<file path="src/rtl/instruction_prefetch_pkg.sv">
// Shared constants for the instruction prefetch stage: default depth and
// the opcode patterns that identify two-word instructions (used with TWO_WORD_EN).
package instruction_prefetch_pkg;

    localparam int PREFETCH_DEPTH_DEFAULT = 4;

    // LDS/STS: 1001_00x_xxxxx_0000    JMP/CALL: 1001_010x_xxxx_11xx
    localparam logic [15:0] TWO_WORD_LDS_MASK  = 16'hFC0F;
    localparam logic [15:0] TWO_WORD_LDS_MATCH = 16'h9000;
    localparam logic [15:0] TWO_WORD_JMP_MASK  = 16'hFE0C;
    localparam logic [15:0] TWO_WORD_JMP_MATCH = 16'h940C;

    function automatic logic is_two_word(input logic [15:0] word);
        return ((word & TWO_WORD_LDS_MASK) == TWO_WORD_LDS_MATCH) ||
               ((word & TWO_WORD_JMP_MASK) == TWO_WORD_JMP_MATCH);
    endfunction

endpackage

</file>
<file path="src/rtl/instruction_prefetch_fifo.sv">
// Synchronous FIFO of {pc, instr} entries with single push, pop by one or two,
// synchronous clear, occupancy level and head / head+1 read ports.
module instruction_prefetch_fifo #(
    parameter int IW    = 16,
    parameter int AW    = 10,
    parameter int DEPTH = 4,
    parameter int LW    = $clog2(DEPTH) + 1
) (
    input  logic          clk,
    input  logic          reset,
    input  logic          clear,
    input  logic          push,
    input  logic [IW-1:0] push_instr,
    input  logic [AW-1:0] push_pc,
    input  logic          pop,
    input  logic          pop2,
    output logic [LW-1:0] level,
    output logic [IW-1:0] head_instr,
    output logic [AW-1:0] head_pc,
    output logic [IW-1:0] next_instr
);
    localparam int PW = $clog2(DEPTH);

    logic [IW-1:0] mem_instr [DEPTH];
    logic [AW-1:0] mem_pc    [DEPTH];
    logic [PW-1:0] wr_ptr;
    logic [PW-1:0] rd_ptr;
    logic [LW-1:0] pop_cnt;
    logic [LW-1:0] push_cnt;

    always_comb begin
        pop_cnt  = '0;
        if (pop) pop_cnt = pop2 ? LW'(2) : LW'(1);
        push_cnt = LW'(push);
    end

    always_ff @(posedge clk) begin
        if (reset || clear) begin
            wr_ptr <= '0;
            rd_ptr <= '0;
            level  <= '0;
        end else begin
            if (push) wr_ptr <= wr_ptr + PW'(1);
            // pointers wrap naturally because DEPTH is a power of two
            rd_ptr <= rd_ptr + pop_cnt[PW-1:0];
            level  <= level + push_cnt - pop_cnt;
        end
    end

    always_ff @(posedge clk) begin
        if (push) begin
            mem_instr[wr_ptr] <= push_instr;
            mem_pc[wr_ptr]    <= push_pc;
        end
    end

    assign head_instr = mem_instr[rd_ptr];
    assign head_pc    = mem_pc[rd_ptr];
    assign next_instr = mem_instr[rd_ptr + PW'(1)];

    // Issue throttling upstream guarantees neither of these can fire.
    always_ff @(posedge clk) begin
        if (!reset && !clear) begin
            assert (!(push && !pop && level == LW'(DEPTH)));
            assert (level >= pop_cnt);
        end
    end

endmodule

</file>
<file path="src/rtl/instruction_prefetch.sv">
// Fetch stage: ROM address issue, 1-cycle response tracking, redirect flush and
// valid/ready presentation to decode. TWO_WORD_EN enables two-word opcode pairing.
module instruction_prefetch
    import instruction_prefetch_pkg::*;
#(
    parameter int INSTR_WIDTH  = 16,
    parameter int I_ADDR_WIDTH = 10,
    parameter int DEPTH        = PREFETCH_DEPTH_DEFAULT
) (
    input  logic                      clk,
    input  logic                      reset,
    output logic [I_ADDR_WIDTH-1:0]   rom_addr,
    input  logic [INSTR_WIDTH-1:0]    rom_data,
    output logic [INSTR_WIDTH-1:0]    instr_out,
    output logic [INSTR_WIDTH-1:0]    instr_ext,
    output logic [I_ADDR_WIDTH-1:0]   instr_pc,
    output logic                      instr_valid,
    input  logic                      instr_ready,
    input  logic                      redirect,
    input  logic [I_ADDR_WIDTH-1:0]   redirect_pc,
    output logic [$clog2(DEPTH):0]    fifo_level
);
    localparam int LW = $clog2(DEPTH) + 1;

    logic [I_ADDR_WIDTH-1:0] fetch_pc;
    logic [I_ADDR_WIDTH-1:0] req_pc_q;
    logic                    req_q;
    logic                    issue;
    logic                    push;
    logic                    pop;
    logic                    pop2;
    logic                    valid;
    logic [INSTR_WIDTH-1:0]  head_instr;
    logic [I_ADDR_WIDTH-1:0] head_pc;
    logic [INSTR_WIDTH-1:0]  next_instr;
    logic [INSTR_WIDTH-1:0]  ext;

    // A redirect always issues: it flushes the FIFO, so space is guaranteed.
    always_comb begin
        rom_addr = reset ? '0 : (redirect ? redirect_pc : fetch_pc);
        issue    = !reset &&
                   (redirect || (({1'b0, fifo_level} + (LW+1)'(req_q)) < (LW+1)'(DEPTH)));
    end

    always_ff @(posedge clk) begin
        if (reset) begin
            fetch_pc <= '0;
            req_pc_q <= '0;
            req_q    <= 1'b0;
        end else begin
            req_q <= issue;
            if (issue) begin
                req_pc_q <= rom_addr;
                fetch_pc <= rom_addr + I_ADDR_WIDTH'(1);
            end
        end
    end

`ifdef TWO_WORD_EN
    logic head_two;

    always_comb begin
        head_two = is_two_word(head_instr);
        valid    = head_two ? (fifo_level >= LW'(2)) : (fifo_level != '0);
        pop2     = head_two;
        ext      = (valid && head_two) ? next_instr : '0;
    end
`else
    logic unused_next;

    always_comb begin
        valid       = (fifo_level != '0);
        pop2        = 1'b0;
        ext         = '0;
        unused_next = ^next_instr;
    end
`endif

    always_comb begin
        push        = req_q && !redirect;
        pop         = valid && instr_ready && !redirect;
        instr_valid = valid;
        instr_out   = valid ? head_instr : '0;
        instr_pc    = valid ? head_pc : '0;
        instr_ext   = ext;
    end

    instruction_prefetch_fifo #(
        .IW    (INSTR_WIDTH),
        .AW    (I_ADDR_WIDTH),
        .DEPTH (DEPTH),
        .LW    (LW)
    ) u_fifo (
        .clk        (clk),
        .reset      (reset),
        .clear      (redirect),
        .push       (push),
        .push_instr (rom_data),
        .push_pc    (req_pc_q),
        .pop        (pop),
        .pop2       (pop2),
        .level      (fifo_level),
        .head_instr (head_instr),
        .head_pc    (head_pc),
        .next_instr (next_instr)
    );

endmodule

</file>
<file path="config.mk">
export PLATFORM = sky130hd
export DESIGN_NAME = instruction_prefetch
export DESIGN_NICKNAME = d
export VERILOG_FILES = /design/src/rtl/instruction_prefetch_pkg.sv /design/src/rtl/instruction_prefetch_fifo.sv /design/src/rtl/instruction_prefetch.sv
export SDC_FILE = /design/constraint.sdc
export NUM_CORES = 1
export LEC_CHECK = 0
export ABC_CLOCK_PERIOD_IN_PS = 4100
export CAP_MARGIN = 40
export CORE_MARGIN = 3
export CORE_UTILIZATION = 45
export CTS_CLUSTER_SIZE = 12
export DETAILED_ROUTE_END_ITERATION = 16
export PLACE_DENSITY = 0.68
export REMOVE_ABC_BUFFERS = 1
export SLEW_MARGIN = 20
export SYNTH_ARGS = -nofsm -noshare
export SYNTH_HDL_FRONTEND = slang
export SYNTH_SLANG_ARGS = --single-unit
</file>
<file path="constraint.sdc">
create_clock -name clk -period 4.1 [get_ports clk]
set_input_delay 0.41 -clock clk [delete_from_list [all_inputs] [get_ports clk]]
set_output_delay 0.41 -clock clk [all_outputs]
set_load 0.05 [all_outputs]
</file>
## After elaboration in Yosys (flattened, before gate mapping)

Memories as Yosys holds them, arrays and structs flattened. A register that Yosys moved wholly into a read port is not among the register bits.
Index checks and enable logic that the tools add are counted.
Widths: inputs -> output; s select.

| operators by class | value |
|---|---|
| add/subtract/negate cells | 6 |
| magnitude comparators | 1 |
| muxes and demuxes | 9 |
| reduce and logical (&&, ||, !) cells | 9 |

Operators with widths:

| cell | number |
|---|---|
| $mux 10 | 3 |
| $mux 16 | 1 |
| $add 10x1->10 const B | 1 |
| $add 3x1->4 | 1 |
| $logic_and 1x1->1 | 4 |
| $lt 4x3->1 const B | 1 |
| $mux 2 | 2 |
| $add 3x1->3 | 1 |
| $mux 1 | 3 |
| $reduce_bool 3->1 | 1 |
| $sub 3x1->3 | 1 |
| $add 2x1->2 | 1 |
| $add 2x1->2 const B | 1 |
| $logic_not 1->1 | 2 |
| $logic_or 1x1->1 | 2 |

| storage, ports and cells | value |
|---|---|
| flip-flop bits (word level) | 28 |
| RAM bits | 104 |
| input bits | 30 |
| output and inout port bits | 56 |
| memories kept | 2 |

Memory list:

| memory | depth | bits a word | rd ports | clocked after memory_dff | wr ports | RTL line | RTL |
|---|---|---|---|---|---|---|---|
| u_fifo.mem_instr | 4 | 16 | 1 | 1 | 1 | instruction_prefetch_fifo.sv:24 | `logic [IW-1:0] mem_instr [DEPTH];` |
| u_fifo.mem_pc | 4 | 10 | 1 | 1 | 1 | instruction_prefetch_fifo.sv:25 | `logic [AW-1:0] mem_pc [DEPTH];` |

## Depth between registers and ports, before layout

Gate-level depths: netlist of the first run.

| logic depth | value |
|---|---|
| depth after elaboration | 6 |
| depth in mapped cells | 10 |
| depth with buffers taken out | 9 |

## By module

Synthesis of the first run repeated with hierarchy kept, for this count alone.

| unflattened totals | value |
|---|---|
| cells, all modules | 386 |
| area total of the unflattened synthesis | 6,090.8 µm² |

By module, submodules not included:

| module | instances | cells an instance | area each (µm²) |
|---|---|---|---|
| instruction_prefetch_fifo | 1 | 199 | 4,588.2 |
| instruction_prefetch | 1 | 187 | 1,502.7 |

## Worst setup path before layout of the first run

Ideal clock, no wire load.

| path | value |
|---|---|
| kind | register to register |
| start point | register u_fifo.level[1] |
| end point | register u_fifo.level[2] |
| library setup time | 0.122 ns |
| data arrival time | 2.666 ns |
| setup slack | 1.311 ns |
| cell stages (with the launch flop) | 11 |
| buffers on the path | 1 |
| clock period less this slack | 2.789 ns |
| cells stage by stage | dfxtp_1 -> nor3_1 -> clkbuf_1 -> nor3b_1 -> ha_1 -> inv_1 -> ha_1 -> inv_1 -> fa_1 -> xnor2_1 -> nor2_1 |

| between the ends | value |
|---|---|
| longest elaborated chain between the ends | 5 |

Ends and longest elaborated chain:

| what | RTL line | RTL |
|---|---|---|
| start, declared | instruction_prefetch_fifo.sv:17 | `output logic [LW-1:0] level,` |
| start signal, assigned | instruction_prefetch_fifo.sv:46 | `level <= level + push_cnt - pop_cnt;` |
| branches (longest 4 deep; another with $add 3x1->3) | -- |  |
| $sub 3x1->3 (*) | instruction_prefetch_fifo.sv:46 |  |

Mark *: on every way between the ends.
A chain may end at the register's enable or synchronous reset.

==> run_results.csv, run 1 <==
group,metric,value,unit
floorplanning,core_area,0.0122,sq mm
placed_design,dp_cells,592,
setup_path,path_max_fanout,15,
setup_path,cp-end-kind,"output pin",
power,power.total,3350,uW
placed_design,hpwl,6940,um
cts,numCtsBuffers,17,
finish,instances_no_fill,624,
timing,rsz0062_at_grt,"no",
setup_path,path_class,"register to output pin",
job,maxCapViolations,0,
finish,mostFrequentLayoutCells,"edfxtp_1 (104), clkdlybuf4s50_1 (69), nor2b_1 (27), dfxtp_1 (27), mux4_2 (26)",
timing,worstMarginPinSlew,0.739,ns
cts,htreeDepth,4,
setup_path,cp_data_arrival_time,2.76,ns
floorplanning,start_util,46.6,%
power,leakagePower,0.00239,uW
timing,drv_slew,0,
finish,drive_gt1_share,17.8,%
placed_design,numPortBuffers,69,
timing,hold_violations,0,
logic_synthesis,synth_flop_cell,"edfxtp_1",
detailed_routing,vias,3187,
cts,clock-sinks,132,
detailed_routing,firstDrtPassIters,4,
finish,layout_commonest_cell,"edfxtp_1",
detailed_routing,dr.first_iter.drc_count,273,
timing,fmax,315,MHz
setup_path,cp_slowest_cell,"clkdlybuf4s50_1",
logic_synthesis,ys_types,46,
floorplanning,die_w,118,um
detailed_routing,ant_nets,0,
detailed_routing,wl_per_cell,17.4,um
floorplanning,die_area,0.0140,sq mm
cts,hold_buffers,0,
hold_path,min_path_type,"register to register",
floorplanning,fp-row-count,40,
cts,clockBufferDepth,2,
floorplanning,io_pins,86,
cts,clk_latency,0.40,ns
detailed_routing,via_per_inst,5.11,
setup_path,critical_path_buf_inv_count,2,
logic_synthesis,ys_ff_latch,132,
finish,design_area,0.00712,sq mm
cts,cts_root_buf,"clkbuf_16",
timing,fin_crit,3.17,ns
global_route,grt_first_pass_wirelength,18000,um
power,vdd_drop_max,397,uV
cts,cts_tree,"done",
global_route,grt_max_degree,29,
timing,relSlewSlack,50.6,%
setup_path,startpoint,"u_fifo.rd_ptr[0]",
global_route,antenna_found_initial,0,
finish,antenna_cells,0,
setup_path,r2r_start,"u_fifo.level[1]",
finish,post-route-util,58.5,%
outcome,status,"finished clean",
power,p_per_area,471,mW/mm^2
logic_synthesis,synth_cells,363,
logic_synthesis,ys_warn_count,0,
setup_path,reg2reg_setup_slack,1.74,ns
logic_synthesis,syn_area,0.00567,sq mm
hold_path,hold_start,"req_pc_q[9]",
setup_path,crit_chain,"buf_4 > mux4_2 > nor2b_1 > clkdlybuf4s50_1",
logic_synthesis,async_flop_share,0,%
finish,syn2layout_area_growth,25.5,%
detailed_routing,routed_wl,10900,um
setup_path,cp_data_required_time,3.69,ns
logic_synthesis,synth-edff-count,104,
detailed_routing,drc,0,
setup_path,path_delay_family,"buffers and inverters",
logic_synthesis,ys_seq_area_share,64.9,%
setup_path,cp_slowest_stage_delay,0.71,ns
placed_design,post_dp_cell_area,0.00650,sq mm
logic_synthesis,syn_area_per_cell,15.6,sq um
cts,ctsResizeCount,0,
timing,setup-violations-final,0,
setup_path,worst_setup_path_start_kind,"register",
timing,post-route-period-util,77.3,%
timing,finalSetupTns,0,ns
global_route,track_usage,16.6,%
placed_design,gp_congestion,0.805,
floorplanning,die_y,118,um
global_route,grt-ovfl-total,0,
global_route,grt_pass1_vias,3340,
timing,fin_worst_skew,0.00762,ns
cts,postCtsSetupBuffers,0,
finish,nets,483,
cts,path_clk_slew,0.06,ns
state kept, by name, indices dropped and copies added (netlist names):
register,cells
req_pc_q,10
fetch_pc,10
u_fifo.wr_ptr,2
u_fifo.mem_instr,64
u_fifo.level,3
req_q,1
u_fifo.mem_pc,40
u_fifo.rd_ptr,2
worst paths after layout:
check	end	cells past startpoint
hold reg to reg	req_pc_q[9]	2
setup reg to reg	u_fifo.level[2]	10
setup / recovery	instr_out[8]	4
hold / removal	req_pc_q[9]	2
power breakdown:
part           switching (uW)  internal, uW
clock                     582           975
combinational             192           106
sequential               18.7          1480
total                     793          2560
layout make-up:
| cell class | count | area, sq um |
|---|---|---|
| Clock buffer | 17 | 425 |
| Clock inverter | 15 | 193 |
| Fill cell | 952 | 5040 |
| Inverter | 12 | 45.0 |
| Multi-Input combinational cell | 199 | 1770 |
| Sequential cell | 132 | 3680 |
| Tap cell | 168 | 210 |
| Timing Repair Buffer | 81 | 788 |
Yosys cell counts, types with 2 or more instances:
master | n | share of area [%]
nand4b_1 | 2 | 0.31
ha_1 | 9 | 2.0
nand3_1 | 6 | 0.53
a21o_1 | 2 | 0.26
xnor2_1 | 6 | 0.93
a311o_1 | 2 | 0.35
and2_1 | 4 | 0.44
nor2_1 | 14 | 0.93
edfxtp_1 | 104 | 55
a22o_1 | 2 | 0.31
nand3b_1 | 3 | 0.40
inv_1 | 11 | 0.73
o21ai_0 | 12 | 1.1
nor2b_1 | 27 | 3.0
nor3_1 | 10 | 0.88
clkbuf_1 | 6 | 0.40
a21oi_1 | 7 | 0.62
a211oi_1 | 4 | 0.53
or2_1 | 3 | 0.33
dfxtp_1 | 28 | 9.9
mux4_2 | 26 | 10
a41o_1 | 2 | 0.35
or2_2 | 2 | 0.22
a311oi_1 | 5 | 0.77
nand2_1 | 8 | 0.53
buf_4 | 18 | 2.4
nor2_2 | 2 | 0.22
mux2i_1 | 10 | 1.8
o31ai_1 | 2 | 0.26
buf_2 | 9 | 0.79
a211oi_4 | 2 | 0.71
cell families after synthesis:
family,Yosys count,share of synthesized area [%]
AOI/OAI and AO/OA,44,5.84
adders and majority gates,10,2.34
DFF,132,64.9
and+or+nand+nor,86,8.65
muxes,37,12.3
other,1,0.0661
buffers and inverters,47,4.92
xor gates and xnor gates,6,0.926
through the flow:
stage	setup slack (ns)	hold WS, ns
after floorplan	0.631	0.450
after global placement	0.961	0.474
after detailed placement	0.964	0.491
after CTS	0.834	0.499
after global routing	0.721	0.520
final	0.929	0.498
metal layers:
layer / vias up / share of wire (%) / track usage [%]
met1: 1558 / 46 / 22.9
met4: 0 / 0.65 / 5.27
li1: 1522 / - / -
met2: 101 / 49 / 25.9
met3: 6 / 5.1 / 4.35
met5: - / 0 / 0
worst reg2reg max path: cells and delay by family (launching register included):
family / cells / cell delay [ns]
xor gates and xnor gates: 1 / 0.16
adders and majority gates: 3 / 0.80
DFF: 1 / 0.47
buffers and inverters: 3 / 0.36
and+or+nand+nor: 3 / 0.48
No activity file was read; power rests on OpenSTA's default activity.
==> run 2, diff against run 1 <==
ABC_CLOCK_PERIOD_IN_PS = 2700   (was 4100)
PLACE_DENSITY = 0.71   (was 0.68)
clock period = 2.7 ns   (was 4.1 ns; I/O delays follow)
==> run 2 against run 1 <==
Net effect: sequential power grew 52%; sequential share of layout area shrank 2.4 points; first-iteration DRC count shrank 15%; hold slack gained 0.0067 ns; count of clock-buffer cells in the layout is the same; worst setup slack lost 0.67 ns; final cell count is the same; sequential cell count is the same; combinational power grew 77%; critical path type unchanged; global-route usage shrank 0.36 points.
==> run_results.csv, run 2 (synthesis gave the netlist of run 1 again) <==
group,metric,value,unit
outcome,status,"finished clean",
detailed_routing,vias,3252,
timing,drv_slew,0,
job,maxCapViolations,0,
power,leakagePower,0.00256,uW
cts,ctsResizeCount,0,
finish,multi_input_area,0.00177,sq mm
global_route,antenna_found_initial,0,
cts,htreeDepth,4,
placed_design,pre_cts_slack,0.197,ns
setup_path,cp_data_arrival_time,2.17,ns
finish,top_register,"u_fifo.mem_instr",
cts,cts_root_buf,"clkbuf_16",
hold_path,hold_start,"fetch_pc[1]",
detailed_routing,ant_nets,0,
detailed_routing,wl_per_cell,17.2,um
timing,worstMarginPinSlew,0.621,ns
timing,fmax,409,MHz
finish,mostFrequentLayoutCells,"edfxtp_1 (104), buf_12 (37), clkdlybuf4s50_1 (33)",
finish,largest_reg_flops,64,
finish,nFillCells,882,
cts,path_clk_slew,0.06,ns
detailed_routing,firstDrtPassIters,4,
cts,clk_latency,0.40,ns
floorplanning,io_pins,86,
hold_path,min_path_type,"register to register",
global_route,grt_pass1_vias,3313,
floorplanning,start_util,46.6,%
timing,timing.hold.ws,0.504,ns
setup_path,r2r_start,"u_fifo.level[1]",
global_route,grt_first_pass_wirelength,17600,um
floorplanning,core_area,0.0122,sq mm
detailed_routing,dr.first_iter.drc_count,233,
setup_path,worst_setup_path_start_kind,"register",
finish,layout_commonest_cell,"edfxtp_1",
global_route,grt-ovfl-total,0,
cts,cts_tree,"done",
placed_design,hpwl,6810,um
timing,hold_violations,0,
setup_path,cp_data_required_time,2.43,ns
cts,hold_buffers,0,
finish,antenna_cells,0,
finish,nets,483,
global_route,track_usage,16.3,%
floorplanning,die_area,0.0140,sq mm
power,vdd_drop_max,529,uV
timing,fin_worst_skew,0.00700,ns
detailed_routing,via_per_inst,5.21,
finish,design_area,0.00746,sq mm
setup_path,startpoint,"u_fifo.rd_ptr[0]",
cts,clock-sinks,132,
finish,syn2layout_area_growth,31.6,%
placed_design,gp_congestion,0.826,
finish,drive_gt1_share,25.7,%
global_route,grt_max_degree,28,
finish,ff_latch_area,0.00368,sq mm
finish,biggestRegsByFlops,"u_fifo.mem_instr x64, u_fifo.mem_pc x40",
setup_path,path_max_fanout,11,
cts,numCtsBuffers,17,
setup_path,path_class,"register to output pin",
power,p_per_area,677,mW/mm^2
timing,timing.final.ws_setup,0.257,ns
detailed_routing,routed_wl,10800,um
timing,post-route-period-util,90.5,%
floorplanning,fp-row-count,40,
floorplanning,die_w,118,um
cts,postCtsSetupBuffers,0,
detailed_routing,drc,0,
power,power.total,5060,uW
setup_path,cp-end-kind,"output pin",
cts,clockBufferDepth,2,
timing,rsz0062_at_grt,"no",
timing,setup-violations-final,0,
hold_path,holdPathStages,2,
setup_path,reg2reg_depth,9,
timing,relSlewSlack,58.6,%
timing,fin_crit,2.44,ns
placed_design,numPortBuffers,69,
floorplanning,die_y,118,um
placed_design,post_dp_cell_area,0.00687,sq mm
==> run 2: changes by cell type in the layout (fill, tap and decap cells not counted) <==
cell	change
buf_12	+37
clkdlybuf4s50_1	-36
clkinv_4	+5
inv_6	-3
buf_8	-1
bufinv_16	-1
clkinvlp_4	-1
==> run 2: cell type report <==
type                       instances  area share (%)
inverter                          12           0.604
clock inverter                    15            2.31
multi-input combinational        199            23.7
tap                              168            2.82
sequential                       132            49.4
timing repair buffer              81            15.5
clock buffer                      17            5.70
==> run 2: stage by stage <==
stage | TNS [ns] | instances | utilization [%]
5_1_grt | 0 | 624 | 61.4
4_1_cts | 0 | 624 | 61.4
2_1_floorplan | -9.14 | 343 | -
3_5_place_dp | 0 | 592 | 56.5
6_report | 0 | 624 | 61.4
3_3_place_gp | 0 | 592 | 56.5
==> run 2: worst paths after layout <==
| path | slack [ns] | end |
|---|---|---|
| worst max-delay path | 0.26 | instr_out[3] |
| worst min-delay path | 0.50 | fetch_pc[1] |
| worst max register to register | 0.63 | u_fifo.level[2] |
| worst min register to register | 0.50 | fetch_pc[1] |
==> run 2: worst max-delay path, stage by stage (launching register included) <==
cell     delay (ns)
dfxtp_2        0.59
buf_4          0.30
mux4_2         0.53
nor2b_1        0.18
buf_12         0.17
==> run 2: per-layer routing <==
layer  wire, um  vias up  global-route usage [%]
met3        634       11                    5.17
met4         98        0                    5.05
met2       5250      107                    25.5
met1       4780     1619                    21.7
met5          0        -                       0
li1           -     1515                       -
==> run 2: power breakdown <==
group	switching (uW)	total [uW]	internal (uW)
Sequential	28.0	2270	2240
Clock	876	2260	1380
Combinational	308	527	219
